### src/rtl/fft_pkg.sv
// Shared FFT definitions: default widths, complex types and fixed-point helpers.
package fft_pkg;

   localparam int unsigned FFT_DATA_WIDTH = 16;
   localparam int unsigned FFT_FRAC_BITS  = 15;
   // Two integer bits so that +1.0 is exactly representable in a twiddle.
   localparam int unsigned FFT_TWID_WIDTH = FFT_FRAC_BITS + 2;

   // Real part at index 0, imaginary part at index 1.
   typedef logic signed [1:0][FFT_DATA_WIDTH-1:0] cplx_t;
   typedef logic signed [1:0][FFT_TWID_WIDTH-1:0] twid_t;

   // Clamp a signed value into the range of a signed 'width'-bit number.
   function automatic logic signed [63:0] sat(input logic signed [63:0] value,
                                              input int unsigned       width);
      logic signed [63:0] max_v;
      logic signed [63:0] min_v;
      max_v = (64'sd1 <<< (width - 1)) - 64'sd1;
      min_v = -(64'sd1 <<< (width - 1));
      if (value > max_v) begin
         return max_v;
      end else if (value < min_v) begin
         return min_v;
      end
      return value;
   endfunction

   // Round half up, then drop 'frac' fractional bits.
   function automatic logic signed [63:0] round_shift(input logic signed [63:0] value,
                                                      input int unsigned       frac);
      return (value + (64'sd1 <<< (frac - 1))) >>> frac;
   endfunction

endpackage

### src/rtl/cmul.sv
// Combinational complex multiply b*W with round-half-up and saturation to DATA_WIDTH.
module cmul
   import fft_pkg::*;
#(
   parameter  int unsigned DATA_WIDTH = FFT_DATA_WIDTH,
   parameter  int unsigned FRAC_BITS  = FFT_FRAC_BITS,
   localparam int unsigned TWID_WIDTH = FRAC_BITS + 2
) (
   input  logic signed [1:0][DATA_WIDTH-1:0] b_i,
   input  logic signed [1:0][TWID_WIDTH-1:0] w_i,
   output logic signed [DATA_WIDTH-1:0]      re_o,
   output logic signed [DATA_WIDTH-1:0]      im_o
);

   // One extra bit above the raw product so the sum/difference of two products cannot wrap.
   localparam int unsigned PROD_WIDTH = DATA_WIDTH + TWID_WIDTH + 1;

   logic signed [PROD_WIDTH-1:0] w_br;
   logic signed [PROD_WIDTH-1:0] w_bi;
   logic signed [PROD_WIDTH-1:0] w_wr;
   logic signed [PROD_WIDTH-1:0] w_wi;
   logic signed [PROD_WIDTH-1:0] w_prod_re;
   logic signed [PROD_WIDTH-1:0] w_prod_im;

   // Full-precision products, then round and saturate back to data width.
   always_comb begin
      w_br      = PROD_WIDTH'($signed(b_i[0]));
      w_bi      = PROD_WIDTH'($signed(b_i[1]));
      w_wr      = PROD_WIDTH'($signed(w_i[0]));
      w_wi      = PROD_WIDTH'($signed(w_i[1]));
      w_prod_re = (w_br * w_wr) - (w_bi * w_wi);
      w_prod_im = (w_br * w_wi) + (w_bi * w_wr);
      re_o      = DATA_WIDTH'(sat(round_shift(64'(w_prod_re), FRAC_BITS), DATA_WIDTH));
      im_o      = DATA_WIDTH'(sat(round_shift(64'(w_prod_im), FRAC_BITS), DATA_WIDTH));
   end

endmodule

### src/rtl/radix2_butterfly.sv
// Two-stage pipelined radix-2 DIT butterfly: a_o = a + W*b, b_o = a - W*b, saturating.
module radix2_butterfly
   import fft_pkg::*;
#(
   parameter  int unsigned DATA_WIDTH = FFT_DATA_WIDTH,
   parameter  int unsigned FRAC_BITS  = FFT_FRAC_BITS,
   localparam int unsigned TWID_WIDTH = FRAC_BITS + 2
) (
   input  logic                              clk_i,
   input  logic                              rst_ni,
   input  logic                              valid_i,
   input  logic signed [1:0][TWID_WIDTH-1:0] twid_i,
   input  logic signed [1:0][DATA_WIDTH-1:0] a_i,
   input  logic signed [1:0][DATA_WIDTH-1:0] b_i,
   output logic                              valid_o,
   output logic signed [1:0][DATA_WIDTH-1:0] a_o,
   output logic signed [1:0][DATA_WIDTH-1:0] b_o
);

   // Rotated b, combinational from the current inputs.
   logic signed [DATA_WIDTH-1:0] b_rot_re;
   logic signed [DATA_WIDTH-1:0] b_rot_im;

   logic signed [1:0][DATA_WIDTH-1:0] r_a;
   logic signed [1:0][DATA_WIDTH-1:0] r_rot;
   logic                              r_valid1;
   logic signed [1:0][DATA_WIDTH-1:0] r_a_o;
   logic signed [1:0][DATA_WIDTH-1:0] r_b_o;
   logic                              r_valid2;

   logic signed [1:0][DATA_WIDTH:0]   w_sum;
   logic signed [1:0][DATA_WIDTH:0]   w_dif;
   logic signed [1:0][DATA_WIDTH-1:0] w_sum_sat;
   logic signed [1:0][DATA_WIDTH-1:0] w_dif_sat;

   cmul #(
      .DATA_WIDTH(DATA_WIDTH),
      .FRAC_BITS (FRAC_BITS)
   ) u_cmul (
      .b_i (b_i),
      .w_i (twid_i),
      .re_o(b_rot_re),
      .im_o(b_rot_im)
   );

   // Stage 1: capture a and the rotated b; data loads regardless of valid_i.
   always_ff @(posedge clk_i) begin
      if (!rst_ni) begin
         r_a      <= '0;
         r_rot    <= '0;
         r_valid1 <= 1'b0;
      end else begin
         r_a      <= a_i;
         r_rot    <= {b_rot_im, b_rot_re};
         r_valid1 <= valid_i;
      end
   end

   // Per-component sum and difference at one extra bit, then saturate.
   always_comb begin
      for (int i = 0; i < 2; i++) begin
         w_sum[i]     = (DATA_WIDTH + 1)'($signed(r_a[i])) + (DATA_WIDTH + 1)'($signed(r_rot[i]));
         w_dif[i]     = (DATA_WIDTH + 1)'($signed(r_a[i])) - (DATA_WIDTH + 1)'($signed(r_rot[i]));
         w_sum_sat[i] = DATA_WIDTH'(sat(64'($signed(w_sum[i])), DATA_WIDTH));
         w_dif_sat[i] = DATA_WIDTH'(sat(64'($signed(w_dif[i])), DATA_WIDTH));
      end
   end

   // Stage 2: register the saturated results and the output valid.
   always_ff @(posedge clk_i) begin
      if (!rst_ni) begin
         r_a_o    <= '0;
         r_b_o    <= '0;
         r_valid2 <= 1'b0;
      end else begin
         r_a_o    <= w_sum_sat;
         r_b_o    <= w_dif_sat;
         r_valid2 <= r_valid1;
      end
   end

   assign a_o     = r_a_o;
   assign b_o     = r_b_o;
   assign valid_o = r_valid2;

endmodule

### config.mk
export PLATFORM = sky130hd
export DESIGN_NAME = radix2_butterfly
export DESIGN_NICKNAME = d
export VERILOG_FILES = /design/src/rtl/fft_pkg.sv /design/src/rtl/cmul.sv /design/src/rtl/radix2_butterfly.sv
export SDC_FILE = /design/constraint.sdc
export NUM_CORES = 2
export LEC_CHECK = 0
export CORE_ASPECT_RATIO = 1.25
export CORE_MARGIN = 2
export CORE_UTILIZATION = 47
export DETAILED_ROUTE_END_ITERATION = 12
export GPL_ROUTABILITY_DRIVEN = 0
export PLACE_DENSITY = 0.62
export SLEW_MARGIN = 25
export SYNTH_ARGS = -nofsm -noshare
export SYNTH_HDL_FRONTEND = slang
export SYNTH_SLANG_ARGS = --single-unit
### constraint.sdc
create_clock -name clk_i -period 16.7 [get_ports clk_i]
set_input_delay 2.505 -clock clk_i [delete_from_list [all_inputs] [get_ports clk_i]]
set_output_delay 2.505 -clock clk_i [all_outputs]
set_load 0.01 [all_outputs]
Word-level counts from Yosys, hierarchy flattened

Cells that the tools add are included.

$add $sub $neg: 8
Multiply operators: 4
Divide/modulo/power cells: 0
Magnitude comparators: 12
Equality and inequality tests: 0
Shifts and indexed selects: 0
Multiplexer cells: 30
Bitwise operators: 0
Reduce and logical (&&, ||, !) cells: 0

Operators with widths:

| cell                   | count |
|---|---|
| $mux 16                | 18 |
| $mul 16x17->33         | 4 |
| $add 34x16->35 const B | 2 |
| $gt 17x16->1 const B   | 4 |
| $lt 17x16->1 const B   | 4 |
| $gt 20x16->1 const B   | 2 |
| $lt 20x16->1 const B   | 2 |
| $add 16x16->17         | 2 |
| $add 33x33->34         | 1 |
| $sub 16x16->17         | 2 |
| $sub 33x33->34         | 1 |
| $mux 1                 | 12 |

Flip-flop bits (word level): 130
Bits in latches: 0
Memory bits (writable): 0
Memory bits (read-only): 0
Output and inout bits: 65
Word-level logic and storage cells: 64
Memories: 0

Logic depth before layout (Yosys ltp)

Depth after elaboration: 7
Mapped depth: 31
Gate-level depth less buffers: 27

Cells and area by module

A second synthesis with hierarchy kept.

Cell total of the unflattened synthesis: 5,474
Area total of the unflattened synthesis: 50,181.9 µm²

Modules (own cells, without submodules):

| module           | times used | cells each | area each (µm²) | seq. area each (µm²) |
|---|---|---|---|---|
| cmul             | 1          | 4,666      | 43,093.8        | 0.0 |
| radix2_butterfly | 1          | 808        | 7,088.0         | 2,602.5 |

Worst setup path before layout

No wires, ideal clock.

Path kind: in2reg
From: input b_i[17] (netlist name)
To: register r_rot[16] (netlist name)
Library setup time: 0.114 ns
Arrival time: 9.826 ns
Data required time: 16.586 ns
Path slack: 6.760 ns
Cell stages on the path: 27
Buffers on the path: 3
Path through: clkbuf_1 > nand2_1 > fa_1 > inv_1 > fa_1 > fa_1 > inv_1 > fa_1 > inv_1 > fa_1 > fa_1 > fa_1 > inv_1 > fa_1 > inv_1 > ha_1 > buf_6 > a21o_1 > a21o_1 > a21o_1 > a221o_1 > or4_4 > nand3_2 > nand2_2 > o311a_4 > buf_6 > a21o_1

Cells in the longest elaborated chain, start to end: 7
Elaborated cells on any way between the ends: 9
Those cells by class: add/sub (2); mul (1); order compare (2); mux (4)

Ends and longest elaborated chain:

| element              | line                   | text |
|---|---|---|
| start, declared      | radix2_butterfly.sv:14 | `input logic signed [1:0][DATA_WIDTH-1:0] b_i,` |
| $mul 16x17->33 *     | cmul.sv:32             | `w_prod_im = (w_br * w_wi) + (w_bi * w_wr);` |
| $add 33x33->34 *     | cmul.sv:32             |  |
| $add 34x16->35 *     | fft_pkg.sv:31          | `return (value + (64'sd1 <<< (frac - 1))) >>> frac;` |
| $lt 20x16->1         | fft_pkg.sv:22          | `end else if (value < min_v) begin` |
| $mux 1               | fft_pkg.sv:22          |  |
| $mux 1               | fft_pkg.sv:20          | `if (value > max_v) begin` |
| $mux 16 *            | fft_pkg.sv:25          | `return value;` |
| end signal, assigned | radix2_butterfly.sv:54 | `r_rot <= {b_rot_im, b_rot_re};` |
| end, declared        | radix2_butterfly.sv:25 | `logic signed [1:0][DATA_WIDTH-1:0] r_rot;` |

Mark *: on every way between the ends. The rest lies on a longest branch, timed or not.
A chain may end at the register's enable or synchronous reset.

Worst setup path in the final report

From: input b_i[16] (netlist name)
To: register r_rot[2] (netlist name)

Cells in the longest elaborated chain, start to end: 7
Elaborated cells on any way between the ends: 9
Those cells by class: add/sub (2); mul (1); order compare (2); mux (4)

Ends and longest elaborated chain:

| element          | line          | text |
|---|---|---|
| $mul 16x17->33 * | cmul.sv:31    | `w_prod_re = (w_br * w_wr) - (w_bi * w_wi);` |
| $sub 33x33->34 * | cmul.sv:31    |  |
| $add 34x16->35 * | fft_pkg.sv:31 |  |
| $lt 20x16->1     | fft_pkg.sv:22 |  |
| $mux 1           | fft_pkg.sv:22 |  |
| $mux 1           | fft_pkg.sv:20 |  |
| $mux 16 *        | fft_pkg.sv:25 |  |

Marks and branches as above.

==> results.ini <==
[timing]
relSlewSlack = 0.326
rsz0062_at_grt = false
finClkSkew_ns = 0.00664
max_freq_mhz = 89.0
layout_worst_path_cycle_share = 0.673
hold_viol_final = 0
setup_viol = 0
worst_pin_slew_ns = 1.01
tns_ns = 0
period_minus_slack_ns = 11.24
finalMaxSlewViolations = 0

[route]
vias_per_cell = 5.11
antenna_left = 0
wl_per_cell_um = 18.2
wl_um = 121000
vias = 34100
drt_iter0_markers = 1960
drt-pass1-iter-count = 7
drc = 0

[cts]
cts_resized = 0
cts_buffer_depth = 2
clock-sinks = 130
tritoncts = done
h-tree-depth = 4
hold_buffers = 0
cts-root-buf = clkbuf_16
numCtsBuffers = 17
clk_pin_slew_ns = 0.06
post-cts-setup-buffer-count = 0
insertion_delay_ns = 0.47

[yosys]
synth-seq-area-share = 0.0528
ys_ff_latch = 130
synth.cell_area_um2 = 49300
ys.warnings.count = 0
synthCells = 5313
synthTopCellsByArea = fa_1 (51%), inv_1 (11%), ha_1 (9.5%), and2_1 (7.4%), dfxtp_1 (5.3%)
yosysTopAreaCellShare = 0.510
ys_async_sr_fraction = 0
synth_area_per_cell_um2 = 9.27
yosysTopAreaCell = fa_1
ys_types = 75
synthFlopType = dfxtp_1
synth_edf_count = 0
synth_nets = 7045

[cells_and_area]
area_delta_synth_final_pct = 7.34
nNetsFinal = 7061
drive_gt1_frac = 0.0255
seqCellArea_um2 = 2600
fillers = 9765
multi_input_area_um2 = 40300

[setup_path]
r2r_setup_slack_ns = 13.02
critPathArrivalTime_ns = 11.55
worstSetupStartpointType = primary input
path_max_fanout = 34
cp.required_ns = 17.02
worst_setup_path_end_kind = flop
crit_type = primary input to flop

[floorplan]
die_w_um = 294
die_area_um2 = 107000
die_y_um = 366
rows = 132
initial_core_util = 0.475
io_pins = 166
core_area_um2 = 104000

[run]
drv_cap = 0

[hold_path]
hold_path.class = flop to flop

[grt]
grt_pass1_wl_um = 202000
gr-total-overflow = 0
grt_max_degree = 51
grt_usage = 0.241
antenna_found_initial = 5
grt_pass1_vias = 37300

[place]
portBuffers = 165
dp_hpwl_um = 95400

[outcome]
status = complete, no violations

[worst max-delay path: stages]
cell,delay [ns]
clkdlybuf4s50_1,0.46
buf_4,0.39
nand2_1,0.30
inv_1,0.63
fa_1,0.56
fa_1,0.48
fa_1,0.49
inv_1,0.05
fa_1,0.47
fa_1,0.56
fa_1,0.43
fa_1,0.49
inv_1,0.05
fa_1,0.48
inv_1,0.04
ha_1,0.39
nand4_1,0.17
nor4_1,0.46
a21boi_1,0.22
a31oi_1,0.14
a211oi_2,0.47
or4bb_1,0.19
nand3_1,0.13
a41oi_2,0.79
o31ai_1,0.16
[per-stage QoR]
stage	hold WS, ns	instance area [um2]	std cells	setup slack (ns)	utilization
6_report	0.434	52900	6686	5.46	0.510
5_1_grt	0.454	52900	6684	5.04	0.510
4_1_cts	0.439	52900	6682	5.57	0.510
3_5_place_dp	0.425	52200	6650	5.08	0.503
3_3_place_gp	0.415	52200	6650	5.28	0.503
2_1_floorplan	0.412	49300	5313	6.76	-
[routing by layer]
layer  vias to the layer above  global-route usage  part of all wire
li1                      15300                   -                 -
met5                         -                   0           0.00020
met2                       861               0.410              0.50
met1                     17800               0.325              0.42
met3                       144              0.0218             0.046
met4                         4              0.0769             0.031
[cells in the mapped netlist (10+ instances only)]
cell / number
nand4_1: 12
o21a_1: 25
nand3_1: 24
inv_1: 1456
o211ai_1: 13
nor2_1: 106
xnor2_1: 82
xor2_1: 31
and2_1: 581
dfxtp_1: 130
o31ai_2: 11
o21ai_0: 40
nor3_1: 21
and3_1: 10
a211oi_1: 16
nand2_1: 534
o21bai_1: 10
nor2b_1: 14
o22ai_1: 12
fa_1: 1256
nand2b_1: 38
ha_1: 375
clkbuf_1: 229
a21o_1: 37
a21oi_1: 126
[sequential cells by signal (all words and copies together), names as in the netlist]
register and flops:
r_rot 32, r_a 32, a_o 32, r_valid1 1, valid_o 1, b_o 32
[final timing paths]
path,start,to,cells after the start
hold reg to reg,r_valid1$_SDFF_PN0_,valid_o$_SDFF_PN0_,1
hold / removal,r_valid1$_SDFF_PN0_,valid_o$_SDFF_PN0_,1
setup reg to reg,r_rot[0]$_SDFF_PN0_,a_o[5]$_SDFF_PN0_,12
setup / recovery,b_i[16],r_rot[2]$_SDFF_PN0_,25
[cell type report]
type                    instances  share of cell area
diodes                          4            0.000189
clock buffers                  20             0.00844
clock inverters                12             0.00431
inverters                    1458               0.103
multi-input cells            3484               0.761
flip-flops and latches        130              0.0492
well taps                    1340              0.0317
repair buffers                238              0.0413
[cells by family (layout without fill, tap and decap cells)]
kind of cell	after synthesis	in the layout	share of synthesized area
AO/OA/AOI/OAI	367	367	0.0497
XOR/XNOR	113	113	0.0201
adder cells (fa/ha/maj)	1631	1631	0.605
buffers and inverters	1699	1728	0.130
flip-flops	130	130	0.0528
multiplexers	4	4	0.000813
other	0	4	0
AND/OR/NAND/NOR	1369	1369	0.141
[placed cells by master (no fill, tap or decap), types with 7 or more instances in the layout]
| master | count |
|---|---|
| nand2_1 | 534 |
| buf_4 | 73 |
| o21bai_1 | 10 |
| a31oi_1 | 9 |
| a211oi_1 | 16 |
| nor2b_1 | 14 |
| nor3_1 | 21 |
| o211ai_1 | 13 |
| a21oi_1 | 126 |
| o21a_1 | 25 |
| and3_1 | 10 |
| o21ai_1 | 7 |
| o22ai_1 | 12 |
| o21ai_0 | 40 |
| nor2_1 | 106 |
| xnor2_1 | 82 |
| ha_1 | 375 |
| inv_1 | 1456 |
| o31ai_1 | 9 |
| xor2_1 | 31 |
| a21o_1 | 37 |
| dfxtp_1 | 130 |
| nand3_1 | 24 |
| fa_1 | 1256 |
| clkbuf_16 | 17 |
| nand2b_1 | 38 |
| nand4_1 | 12 |
| clkdlybuf4s50_1 | 162 |
| and2_1 | 581 |
| o31ai_2 | 11 |
Power is not shown: default switching activity piles up to over one toggle a cycle in this logic, so the estimate is an artifact.
